`src/rtl/instruction_fetch.sv`:
```
// rtl/instruction_fetch.sv - PC holder, instruction-memory initiator and fetch FIFO
module instruction_fetch #(
  parameter logic [31:0] RESET_PC     = 32'h0000_0000,
  parameter int          FIFO_DEPTH   = 2,
  parameter int          HALT_ON_ZERO = 1
) (
  input  logic        i_clk,
  input  logic        i_rst_n,
  output logic [31:0] o_imem_addr,
  input  logic [31:0] i_imem_inst,
  input  logic        i_redirect_valid,
  input  logic [31:0] i_redirect_pc,
  output logic        o_inst_valid,
  output logic [31:0] o_inst,
  output logic [31:0] o_inst_pc,
  input  logic        i_inst_ready,
  output logic        o_halted,
  output logic        o_fault
);

  localparam int PW = $clog2(FIFO_DEPTH);
  localparam int CW = PW + 1;
  localparam logic [CW-1:0] DEPTH_C = CW'(FIFO_DEPTH);

  typedef enum logic [1:0] {
    S_RUN    = 2'd0,
    S_HALTED = 2'd1,
    S_FAULT  = 2'd2
  } mode_t;

  mode_t          r_mode;
  mode_t          w_mode_next;
  logic           r_halted;
  logic           r_fault;
  logic           w_halted_next;
  logic           w_fault_next;

  logic [31:0]    r_pc;
  logic [31:0]    r_fifo_inst [FIFO_DEPTH];
  logic [31:0]    r_fifo_pc   [FIFO_DEPTH];
  logic [PW-1:0]  r_rd_ptr;
  logic [PW-1:0]  r_wr_ptr;
  logic [CW-1:0]  r_count;
  logic [31:0]    r_last_inst;
  logic [31:0]    r_last_pc;

  logic           w_pop;
  logic           w_push;
  logic           w_zero_word;
  logic           w_redirect_aligned;
  logic           w_has_room;
  logic [31:0]    w_head_inst;
  logic [31:0]    w_head_pc;

  assign w_zero_word        = (HALT_ON_ZERO != 0) && (i_imem_inst == 32'h0);
  assign w_redirect_aligned = (i_redirect_pc[1:0] == 2'b00);
  assign w_pop              = o_inst_valid & i_inst_ready;
  // A full FIFO still accepts a push when the head leaves in the same cycle.
  assign w_has_room         = (r_count < DEPTH_C) | w_pop;
  assign w_push             = (r_mode == S_RUN) & ~i_redirect_valid & w_has_room & ~w_zero_word;

  assign w_head_inst  = r_fifo_inst[r_rd_ptr];
  assign w_head_pc    = r_fifo_pc[r_rd_ptr];
  assign o_imem_addr  = r_pc;
  assign o_inst_valid = (r_count != '0);
  // When empty, show the last presented entry so the outputs do not wander.
  assign o_inst       = o_inst_valid ? w_head_inst : r_last_inst;
  assign o_inst_pc    = o_inst_valid ? w_head_pc   : r_last_pc;
  assign o_halted     = r_halted;
  assign o_fault      = r_fault;

  // Mode state register with sticky halt/fault flags.
  always_ff @(posedge i_clk) begin
    if (!i_rst_n) begin
      r_mode   <= S_RUN;
      r_halted <= 1'b0;
      r_fault  <= 1'b0;
    end else begin
      r_mode   <= w_mode_next;
      r_halted <= w_halted_next;
      r_fault  <= w_fault_next;
    end
  end

  // Next mode: redirects dominate; a zero word only halts while running.
  always_comb begin
    w_mode_next   = r_mode;
    w_halted_next = r_halted;
    w_fault_next  = r_fault;
    if (i_redirect_valid) begin
      if (w_redirect_aligned) begin
        w_mode_next   = S_RUN;
        w_halted_next = 1'b0;
        w_fault_next  = 1'b0;
      end else begin
        w_mode_next  = S_FAULT;
        w_fault_next = 1'b1;
      end
    end else if ((r_mode == S_RUN) && w_zero_word) begin
      w_mode_next   = S_HALTED;
      w_halted_next = 1'b1;
    end
  end

  // Program counter: reset, aligned redirect, or advance on each push.
  always_ff @(posedge i_clk) begin
    if (!i_rst_n) begin
      r_pc <= RESET_PC;
    end else if (i_redirect_valid) begin
      if (w_redirect_aligned) begin
        r_pc <= i_redirect_pc;
      end
    end else if (w_push) begin
      r_pc <= r_pc + 32'd4;
    end
  end

  // FIFO pointers and occupancy; a redirect flushes and ignores any pop.
  always_ff @(posedge i_clk) begin
    if (!i_rst_n || i_redirect_valid) begin
      r_rd_ptr <= '0;
      r_wr_ptr <= '0;
      r_count  <= '0;
    end else begin
      if (w_push) begin
        r_wr_ptr <= r_wr_ptr + PW'(1);
      end
      if (w_pop) begin
        r_rd_ptr <= r_rd_ptr + PW'(1);
      end
      if (w_push && !w_pop) begin
        r_count <= r_count + CW'(1);
      end else if (!w_push && w_pop) begin
        r_count <= r_count - CW'(1);
      end
    end
  end

  // FIFO storage write; contents are qualified by the occupancy count.
  always_ff @(posedge i_clk) begin
    if (w_push) begin
      r_fifo_inst[r_wr_ptr] <= i_imem_inst;
      r_fifo_pc[r_wr_ptr]   <= r_pc;
    end
  end

  // Remember the most recently presented head for the empty case.
  always_ff @(posedge i_clk) begin
    if (!i_rst_n) begin
      r_last_inst <= 32'h0;
      r_last_pc   <= 32'h0;
    end else if (o_inst_valid) begin
      r_last_inst <= w_head_inst;
      r_last_pc   <= w_head_pc;
    end
  end

endmodule

```
`config.mk`:
```
export PLATFORM = sky130hd
export DESIGN_NAME = instruction_fetch
export DESIGN_NICKNAME = d
export VERILOG_FILES = /design/src/rtl/instruction_fetch.sv
export SDC_FILE = /design/constraint.sdc
export NUM_CORES = 1
export LEC_CHECK = 0
export CELL_PAD_IN_SITES_DETAIL_PLACEMENT = 1
export CELL_PAD_IN_SITES_GLOBAL_PLACEMENT = 2
export CORE_MARGIN = 3
export CORE_UTILIZATION = 35
export DETAILED_ROUTE_END_ITERATION = 10
export PLACE_DENSITY_LB_ADDON = 0.1
export SYNTH_ARGS = -nofsm -noshare
export SYNTH_HDL_FRONTEND = slang
export SYNTH_SLANG_ARGS = --single-unit
```
`constraint.sdc`:
```
create_clock -name i_clk -period 6.1 [get_ports i_clk]
set_input_delay 1.525 -clock i_clk [delete_from_list [all_inputs] [get_ports i_clk]]
set_output_delay 1.525 -clock i_clk [all_outputs]
set_load 0.05 [all_outputs]
```
==> results of run 1 <==
[final cells by class]
class / count / area, um^2 / share of cell area (%)
clock buffer: 40 / 754 / 6.19
clock inverter: 8 / 118 / 0.964
timing repair buffer: 173 / 1720 / 14.1
sequential: 233 / 5950 / 48.8
inverter: 14 / 52.6 / 0.431
tap: 335 / 419 / 3.44
multi-input combinational: 489 / 3180 / 26.1
[through the flow]
step | util (%) | cells | cell area, um^2
after floorplan | - | 786 | 9370
after global placement | 43.2 | 1244 | 11300
after detailed placement | 43.2 | 1244 | 11300
final | 46.5 | 1292 | 12200
after CTS | 46.5 | 1292 | 12200
after global routing | 46.5 | 1292 | 12200
[sequential cells by signal, summed over array words and instances (netlist names), 2 cells and up, named ones only]
name	count
r_fifo_inst	64
r_mode	2
r_fifo_pc	64
o_imem_addr	32
r_count	2
r_last_pc	32
r_last_inst	32
[power by group]
part / internal [W] / total [W] / switching [W] / leakage, nW
sequential: 0.00175 / 0.00180 / 0.0000537 / 2.06
clock: 0.000976 / 0.00159 / 0.000614 / 0.424
combinational: 0.000233 / 0.000697 / 0.000463 / 1.69
total: 0.00296 / 0.00409 / 0.00113 / 4.18
[worst max-delay path by stage]
stage                                 from                 to  slack [ns]  cells after the start
final                                 flop         o_inst[11]        1.34                      4
after global routing                  flop         o_inst[11]        1.13                      4
after CTS                             flop         o_inst[11]        1.25                      4
after detailed placement  i_redirect_valid    o_imem_addr[20]        1.57                      7
after global placement    i_redirect_valid    o_imem_addr[20]        1.66                      7
after floorplan            i_imem_inst[11]  r_fifo_inst[0][0]        0.60                      6
[per-layer routing]
| metal | up-vias | part of all wire [%] |
|---|---|---|
| met2 | 174 | 49 |
| met4 | 0 | 1.7 |
| met5 | - | 0 |
| li1 | 3207 | - |
| met1 | 3363 | 45 |
| met3 | 33 | 4.8 |
[placed cells by master, fill, tap and decap left out, types with 4 or more instances in the layout]
master,count
buf_4,6
dfxtp_1,104
a21oi_1,12
mux2i_1,65
o31a_1,9
and3_1,15
clkinv_2,4
nand4_1,9
clkbuf_16,27
nor3_1,14
o22ai_1,6
nand2_1,90
inv_1,11
and2_1,67
nor2_1,17
and4_1,6
nor4_1,13
a31oi_1,7
o21ai_0,70
clkbuf_1,10
clkdlybuf4s50_1,165
nand3_1,13
or3_1,4
a211oi_1,6
edfxtp_1,128
a32o_1,8
a22oi_1,4
[worst reg2reg max path: cells and delay by family (launching register included)]
family,cells,cell delay [ns]
fa+ha+maj,1,0.31
simple gates,3,1.07
flops,1,0.52
compound gates,2,0.59
[cell families (layout without fill, tap and decap cells)]
logic type / after synthesis / count (layout) / share of synthesized area [%]
compound gates: 149 / 149 / 10.3
xor+xnor: 4 / 4 / 0.374
fa+ha+maj: 2 / 2 / 0.267
buf+inv: 64 / 235 / 2.83
flops: 233 / 233 / 63.4
mux: 65 / 65 / 6.94
simple gates: 269 / 269 / 15.8
==> qor.csv, run 1 <==
stage,metric,value,unit
run_status,outcome,completed,
timing,clock_skew,0.0117,ns
logic_synthesis,ys_ff_latch,233,
timing,rsz0062_at_grt,false,
logic_synthesis,synth_cell_types,64,
detailed_routing,viasPerCell,5.25,
grt,grt_pass1_wl,39500,um
grt,grt_pass1_vias,7018,
power_and_ir_drop,ir_drop,0.167,mV
worst_setup_path,worstPathMaxFanout,45,
place,gp_congestion,0.772,
grt,grt_antenna_before_repair,0,
final_layout,area_growth,30.1,%
worst_setup_path,cp_slowest_cell,dfxtp_4,
clock_tree,hold_buffers,0,
final_layout,nets,1007,
power_and_ir_drop,total_power,0.00409,W
floorplan,core_area,26200,um^2
power_and_ir_drop,p_per_area,335,nW/um^2
logic_synthesis,synth_edf_count,128,
worst_setup_path,critPathBufInv,2,
min_path,hold_depth,2,
logic_synthesis,synth_most_common_cell,edfxtp_1,
timing,slew_violations,0,
clock_tree,numCtsBuffers,26,
logic_synthesis,synth_top_area_share,41.0,%
grt,grt.total_usage,17.1,%
logic_synthesis,yosysTopAreaCell,edfxtp_1,
logic_synthesis,postSynthAreaPerCell,11.9,um^2
min_path,hp-class,flop to flop,
worst_setup_path,rr_worst_depth,6,
worst_setup_path,worstPathArrival,3.23,ns
timing,period_minus_slack,4.76,ns
run,maxCapViolCount,0,
timing,hold_ws,0.483,ns
logic_synthesis,synth_area_leaders,"edfxtp_1 41%, dfxtp_1 22%, mux2i_1 6.9%",
grt,gr-max-usage-layer,met2,
logic_synthesis,syn_nets,856,
clock_tree,cts_tree,yes,
logic_synthesis,ys_seq_area_share,63.4,%
min_path,worstHoldStart,o_halted,
floorplan,io_pins,167,
timing,slew_headroom,32.3,%
grt,met2_usage,29.4,%
detailed_routing,wl,25400,um
timing,fin_crit_sh,78.0,%
floorplan,start_util,35.8,%
timing,final.setup.tns,0,ns
worst_setup_path,rrSetupSlack,3.50,ns
detailed_routing,ant_nets,0,
worst_setup_path,r2r_start,o_imem_addr[2],
worst_setup_path,max_stage_delay,0.88,ns
grt,grt_max_degree,89,
place,place.port_buffers,166,
logic_synthesis,ys_async_sr_fraction,0,%
worst_setup_path,endpoint_kind,output port,
logic_synthesis,netlist_area,9370,um^2
timing,setup_viol,0,
floorplan,die_h,170,um
grt,met1_usage,22.7,%
timing,tightest_slew,1.02,ns
grt,grt_overflow,0,
detailed_routing,drc,0,
clock_tree,clkSlewWorstSetupHoldPaths,0.06,ns
timing,fin_ws,1.34,ns
clock_tree,postCtsSetupRepairBufs,0,
power_and_ir_drop,leakage,4.18,nW
logic_synthesis,synth_cells,786,
detailed_routing,drt_iter0_markers,326,
floorplan,rows,59,
final_layout,drive_gt1_share,6.58,%
min_path,worst_hold_path.endpoint,o_halted,
clock_tree,ctsLongestPathBuffers,3,
clock_tree,clkLatencyLatePin,0.52,ns
timing,hold_viol,0,
place,preCtsSetupSlack,1.57,ns
logic_synthesis,synthTopCellsByCount,"128 x edfxtp_1, 105 x dfxtp_1, 90 x nand2_1, 70 x o21ai_0, 68 x and2_1",
detailed_routing,drtPass1Iterations,4,
place,dpl.hpwl,16500,um
floorplan,dieArea,28800,um^2
logic_synthesis,ys_warn_count,0,
floorplan,die_x,170,um
worst_setup_path,r2r-end,o_imem_addr[16],
worst_setup_path,start_kind,flop,
timing,fmax,210,MHz
final_layout,antennaDiodeCount,0,
worst_setup_path,crit_type,flop to output port,
worst_setup_path,crit_required,4.58,ns
logic_synthesis,ys.flop_type,edfxtp_1,
grt,grtUsageMet3,2.77,%
clock_tree,cts_resized,0,
final_layout,n_fill_cell,2754,
detailed_routing,wl_per_cell,19.6,um
clock_tree,cts_sinks,233,
detailed_routing,vias,6777,
worst_setup_path,critPathTopFamily,buffers and inverters,
clock_tree,cts_root_buffer,clkbuf_16,
worst_setup_path,crit_chain,buf_4 > mux2i_1 > o21ai_0 > clkdlybuf4s50_1,
clock_tree,htreeDepth,1,
Note: power is estimated with default switching activity, not from simulation.
==> run 2, diff against run 1 <==
Clock period 6.1 ns to 4.5 ns, I/O delays scaled along.
==> qor.csv, run 2 (synthesis results as in run 1) <==
stage,metric,value,unit,change
worst_setup_path,start_kind,flop,,unchanged
worst_setup_path,worstPathArrival,2.94,ns,was 3.23 ns
run_status,outcome,completed,,unchanged
detailed_routing,drt_iter0_markers,544,,was 326
timing,tightest_slew,0.999,ns,was 1.02 ns
clock_tree,clkLatencyLatePin,0.52,ns,about the same
grt,grt_overflow,0,,unchanged
floorplan,start_util,35.8,%,unchanged
grt,grtUsageMet3,2.84,%,was 2.77%
worst_setup_path,crit_chain,nor2_4 > buf_4 > nand2_1 > o21ai_0 > clkdlybuf4s50_1,,was buf_4 > mux2i_1 > o21ai_0 > clkdlybuf4s50_1
power_and_ir_drop,p_per_area,450,nW/um^2,was 335 nW/um^2
worst_setup_path,crit_type,flop to output port,,unchanged
clock_tree,clkSlewWorstSetupHoldPaths,0.06,ns,about the same
power_and_ir_drop,pwr-share-clk,38.1,%,was 38.9%
grt,met1_usage,23.8,%,was 22.7%
grt,met2_usage,32.0,%,was 29.4%
grt,grt_max_degree,65,,was 89
grt,grt_antenna_before_repair,0,,unchanged
detailed_routing,wl,26900,um,was 25400 um
final_layout,reg.largest.list,"r_fifo_inst: 64 flops, r_fifo_pc: 64 flops",,unchanged
detailed_routing,viasPerCell,5.24,,was 5.25
timing,period_minus_slack,4.06,ns,
clock_tree,cts_sinks,233,,unchanged
final_layout,post-route-cell-area,12300,um^2,was 12200 um^2
power_and_ir_drop,p_seq_share,44.3,%,was 44.1%
timing,rsz0062_at_grt,false,,unchanged
detailed_routing,drtPass1Iterations,5,,was 4
min_path,hp-class,flop to flop,,unchanged
clock_tree,cts_root_buffer,clkbuf_16,,unchanged
clock_tree,htreeDepth,1,,unchanged
clock_tree,cts_resized,0,,unchanged
worst_setup_path,endpoint_kind,output port,,unchanged
place,place.port_buffers,166,,unchanged
final_layout,layout_common_cells,"165 x clkdlybuf4s50_1, 128 x edfxtp_1, 104 x dfxtp_1, 90 x nand2_1, 70 x o21ai_0",,unchanged
floorplan,dieArea,28800,um^2,unchanged
grt,grt.total_usage,18.2,%,was 17.1%
grt,gr-max-usage-layer,met2,,unchanged
floorplan,io_pins,167,,unchanged
power_and_ir_drop,ir_drop,0.219,mV,was 0.167 mV
worst_setup_path,crit_required,3.38,ns,was 4.58 ns
floorplan,core_area,26200,um^2,unchanged
floorplan,rows,59,,unchanged
clock_tree,numCtsBuffers,26,,unchanged
place,dpl.hpwl,17800,um,was 16500 um
timing,fin_crit_sh,90.3,%,
place,gp_congestion,0.850,,was 0.772
final_layout,nets,1016,,was 1007
detailed_routing,wl_per_cell,20.6,um,was 19.6 um
detailed_routing,ant_nets,0,,unchanged
floorplan,die_x,170,um,unchanged
final_layout,area_growth,30.9,%,was 30.1%
timing,clock_skew,0.0113,ns,was 0.0117 ns
timing,slew_violations,0,,unchanged
detailed_routing,drc,0,,unchanged
power_and_ir_drop,p_int,0.00397,W,was 0.00296 W
power_and_ir_drop,total_power,0.00552,W,was 0.00409 W
clock_tree,postCtsSetupRepairBufs,0,,unchanged
final_layout,final_common_cell,clkdlybuf4s50_1,,unchanged
final_layout,drive_gt1_share,7.56,%,was 6.58%
power_and_ir_drop,power_switching,0.00154,W,was 0.00113 W
power_and_ir_drop,power_frac_comb,17.6,%,was 17.0%
run,maxCapViolCount,0,,unchanged
place,dpl_cell_area,11400,um^2,was 11300 um^2
final_layout,antennaDiodeCount,0,,unchanged
timing,setup_viol,0,,unchanged
clock_tree,ctsLongestPathBuffers,3,,unchanged
worst_setup_path,cp_slowest_cell,clkdlybuf4s50_1,,was dfxtp_4
power_and_ir_drop,p_sw_share,28.0,%,was 27.7%
detailed_routing,vias,6817,,was 6777
floorplan,die_h,170,um,unchanged
timing,final.setup.tns,0,ns,unchanged
timing,hold_ws,0.492,ns,was 0.483 ns
timing,fmax,246,MHz,
grt,grt_pass1_wl,41400,um,was 39500 um
worst_setup_path,max_stage_delay,0.86,ns,was 0.88 ns
timing,slew_headroom,33.4,%,was 32.3%
clock_tree,cts_tree,yes,,unchanged
timing,hold_viol,0,,unchanged
power_and_ir_drop,leakage,4.23,nW,was 4.18 nW
worst_setup_path,worstPathMaxFanout,31,,was 45
final_layout,fin_util,46.8,%,was 46.5%
clock_tree,hold_buffers,0,,unchanged
grt,grt_pass1_vias,7247,,was 7018
[run 2: cell count changes in the layout (fill, tap and decap cells not counted), sizes merged]
cell / before / now
buf: 8 / 17
clkinv: 4 / 9
clkbuf: 40 / 37
bufinv: 3 / 2
clkinvlp: 1 / 0
[run 2: power by group through the flow]
stage          Clock [W]  Sequential [W]  Combinational (W)
5_1_grt          0.00225         0.00246            0.00104
6_report         0.00210         0.00244           0.000973
3_5_place_dp           0         0.00249           0.000979
3_3_place_gp           0         0.00248           0.000963
4_1_cts          0.00216         0.00244           0.000984
2_1_floorplan          0         0.00252           0.000552
[run 2: layout make-up]
class / instances / area (um^2)
clock buffer: 37 / 753
clock inverter: 11 / 101
fill: 2746 / 13900
inverter: 14 / 52.6
multi-input combinational: 489 / 3180
sequential: 233 / 5950
tap: 335 / 419
timing repair buffer: 182 / 1810
[run 2: final timing paths]
check	from	endpoint	slack [ns]	cells past startpoint
worst min register to register	o_imem_addr[1]	r_fifo_pc[0][1]	0.49	0
worst max register to register	o_imem_addr[2]	o_imem_addr[31]	1.97	5
worst min-delay path	o_imem_addr[1]	r_fifo_pc[0][1]	0.49	0
worst max-delay path	r_count[0]	o_inst[18]	0.44	5
[run 2: critical path: cells and delay by family, from the launching register on]
kind                   cells  cell delay, ns
buffers and inverters      2            1.21
AND/OR/NAND/NOR            2            0.71
flip-flops                 1            0.36
AO/OA/AOI/OAI              1            0.12
[run 2: routing by layer]
metal	wire length, um	up-vias
li1	-	3232
met3	1310	32
met5	0	-
met4	365	0
met2	13400	179
met1	11800	3374
[run 2: metrics by stage]
step,setup WS [ns],std cells
CTS,0.390,1301
finish,0.437,1301
global placement,0.750,1253
detailed placement,0.698,1253
floorplan,0.489,786
global route,0.235,1301
==> run 3, diff against run 2 <==
Settings changed: ABC_CLOCK_PERIOD_IN_PS set to 4500, CTS_CLUSTER_SIZE set to 40.
==> qor.csv, run 3 (synthesis results as in run 1) <==
stage,metric,value,unit,change
floorplan,die_x,170,um,unchanged
timing,fin_crit_sh,90.3,%,about the same
worst_setup_path,worstPathMaxFanout,31,,unchanged
power_and_ir_drop,p_per_area,445,nW/um^2,was 450 nW/um^2
clock_tree,clkLatencyLatePin,0.53,ns,was 0.52 ns
clock_tree,ctsLongestPathBuffers,3,,unchanged
place,dpl_cell_area,11400,um^2,unchanged
run,maxCapViolCount,0,,unchanged
timing,period_minus_slack,4.06,ns,about the same
final_layout,area_growth,30.6,%,was 30.9%
final_layout,layout_common_cells,"165 x clkdlybuf4s50_1, 128 x edfxtp_1, 104 x dfxtp_1, 90 x nand2_1, 70 x o21ai_0",,unchanged
grt,grt_max_degree,65,,unchanged
detailed_routing,wl_per_cell,20.5,um,was 20.6 um
detailed_routing,drc,0,,unchanged
final_layout,reg.largest.list,"r_fifo_inst: 64 flops, r_fifo_pc: 64 flops",,unchanged
place,place.port_buffers,166,,unchanged
power_and_ir_drop,ir_drop,0.219,mV,about the same
worst_setup_path,worstPathArrival,2.94,ns,about the same
worst_setup_path,max_stage_delay,0.87,ns,was 0.86 ns
worst_setup_path,critPathTopFamily,buffers and inverters,,unchanged
timing,tightest_slew,0.985,ns,was 0.999 ns
detailed_routing,drtPass1Iterations,4,,was 5
timing,clock_skew,0.0127,ns,was 0.0113 ns
clock_tree,numCtsBuffers,26,,unchanged
place,dpl.hpwl,17800,um,unchanged
detailed_routing,wl,26600,um,was 26900 um
floorplan,die_h,170,um,unchanged
clock_tree,cts_root_buffer,clkbuf_16,,unchanged
place,gp_congestion,0.850,,unchanged
grt,grt.total_usage,18.0,%,was 18.2%
final_layout,post-route-cell-area,12200,um^2,was 12300 um^2
worst_setup_path,cp_slowest_cell,clkdlybuf4s50_1,,unchanged
min_path,hp-class,flop to flop,,unchanged
timing,slew_violations,0,,unchanged
final_layout,nets,1016,,unchanged
detailed_routing,viasPerCell,5.23,,was 5.24
detailed_routing,ant_nets,0,,unchanged
timing,setup_viol,0,,unchanged
final_layout,final_common_cell,clkdlybuf4s50_1,,unchanged
floorplan,start_util,35.8,%,unchanged
worst_setup_path,crit_chain,nor2_4 > buf_4 > nand2_1 > o21ai_0 > clkdlybuf4s50_1,,unchanged
floorplan,io_pins,167,,unchanged
timing,slew_headroom,34.3,%,was 33.4%
run_status,outcome,completed,,unchanged
grt,grt_pass1_vias,7250,,was 7247
worst_setup_path,critPathBufInv,2,,unchanged
timing,fmax,246,MHz,about the same
worst_setup_path,endpoint_kind,output port,,unchanged
detailed_routing,vias,6802,,was 6817
grt,grt_pass1_wl,41100,um,was 41400 um
final_layout,drive_gt1_share,7.45,%,was 7.56%
worst_setup_path,start_kind,flop,,unchanged
worst_setup_path,crit_required,3.38,ns,about the same
grt,grt_antenna_before_repair,0,,unchanged
timing,final.setup.tns,0,ns,unchanged
floorplan,core_area,26200,um^2,unchanged
clock_tree,cts_tree,yes,,unchanged
worst_setup_path,crit_type,flop to output port,,unchanged
clock_tree,clkSlewWorstSetupHoldPaths,0.06,ns,about the same
place,post-place-cells,1253,,unchanged
final_layout,antennaDiodeCount,0,,unchanged
floorplan,rows,59,,unchanged
clock_tree,cts_sinks,233,,unchanged
final_layout,fin_util,46.7,%,was 46.8%
clock_tree,cts_resized,0,,unchanged
floorplan,dieArea,28800,um^2,unchanged
detailed_routing,drt_iter0_markers,505,,was 544
final_layout,n_fill_cell,2753,,was 2746
clock_tree,postCtsSetupRepairBufs,0,,unchanged
clock_tree,hold_buffers,0,,unchanged
timing,rsz0062_at_grt,false,,unchanged
power_and_ir_drop,leakage,4.21,nW,was 4.23 nW
timing,hold_viol,0,,unchanged
clock_tree,htreeDepth,1,,unchanged
grt,grt_overflow,0,,unchanged
final_layout,fin_cells,1301,,unchanged
-- run 3: changes by cell type in the layout (fill, tap and decap cells not counted), sizes merged --
cell,before,now
bufinv,2,1
clkinv,9,10
-- run 3: metrics by stage --
step,power (W),setup slack [ns],hold slack [ns]
after floorplan,0.00307,0.489,0.446
after global placement,0.00344,0.750,0.460
after detailed placement,0.00347,0.698,0.486
after CTS,0.00552,0.390,0.494
after global routing,0.00567,0.234,0.513
final,0.00544,0.436,0.488
-- run 3: final timing paths --
path | depth (start not counted) | slack, ns | start | to
worst max register to register | 5 | 1.98 | o_imem_addr[2] | o_imem_addr[31]
worst min-delay path | 0 | 0.49 | o_imem_addr[1] | r_fifo_pc[0][1]
worst min register to register | 0 | 0.49 | o_imem_addr[1] | r_fifo_pc[0][1]
worst max-delay path | 5 | 0.44 | r_count[0] | o_inst[18]
-- run 3: worst reg2reg max path: stages, from the launching register on --
cell,delay (ns)
dfxtp_1,0.54
and4_1,0.35
nor4b_4,0.70
nand4_1,0.33
o31a_1,0.33
o32ai_2,0.18
-- run 3: layout make-up --
type	instances	area (um^2)	share of cell area, %
clock buffers	37	743	6.07
repair buffers	182	1810	14.8
well taps	335	419	3.43
flip-flops and latches	233	5950	48.6
inverters	14	52.6	0.429
clock inverters	11	80.1	0.654
multi-input cells	489	3180	26.0
-- run 3: routing by layer --
| metal | global-route usage [%] | share of wire (%) | vias to the layer above |
|---|---|---|---|
| met3 | 2.91 | 5.4 | 34 |
| met2 | 31.7 | 50 | 193 |
| met1 | 23.6 | 44 | 3340 |
| li1 | - | - | 3235 |
| met5 | 0 | 0 | - |
| met4 | 3.63 | 1.4 | 0 |
-- run 3: power breakdown --
| part | switching [W] | internal (W) |
|---|---|---|
| Sequential | 0.0000716 | 0.00237 |
| Combinational | 0.000644 | 0.000329 |
| Clock | 0.000827 | 0.00120 |
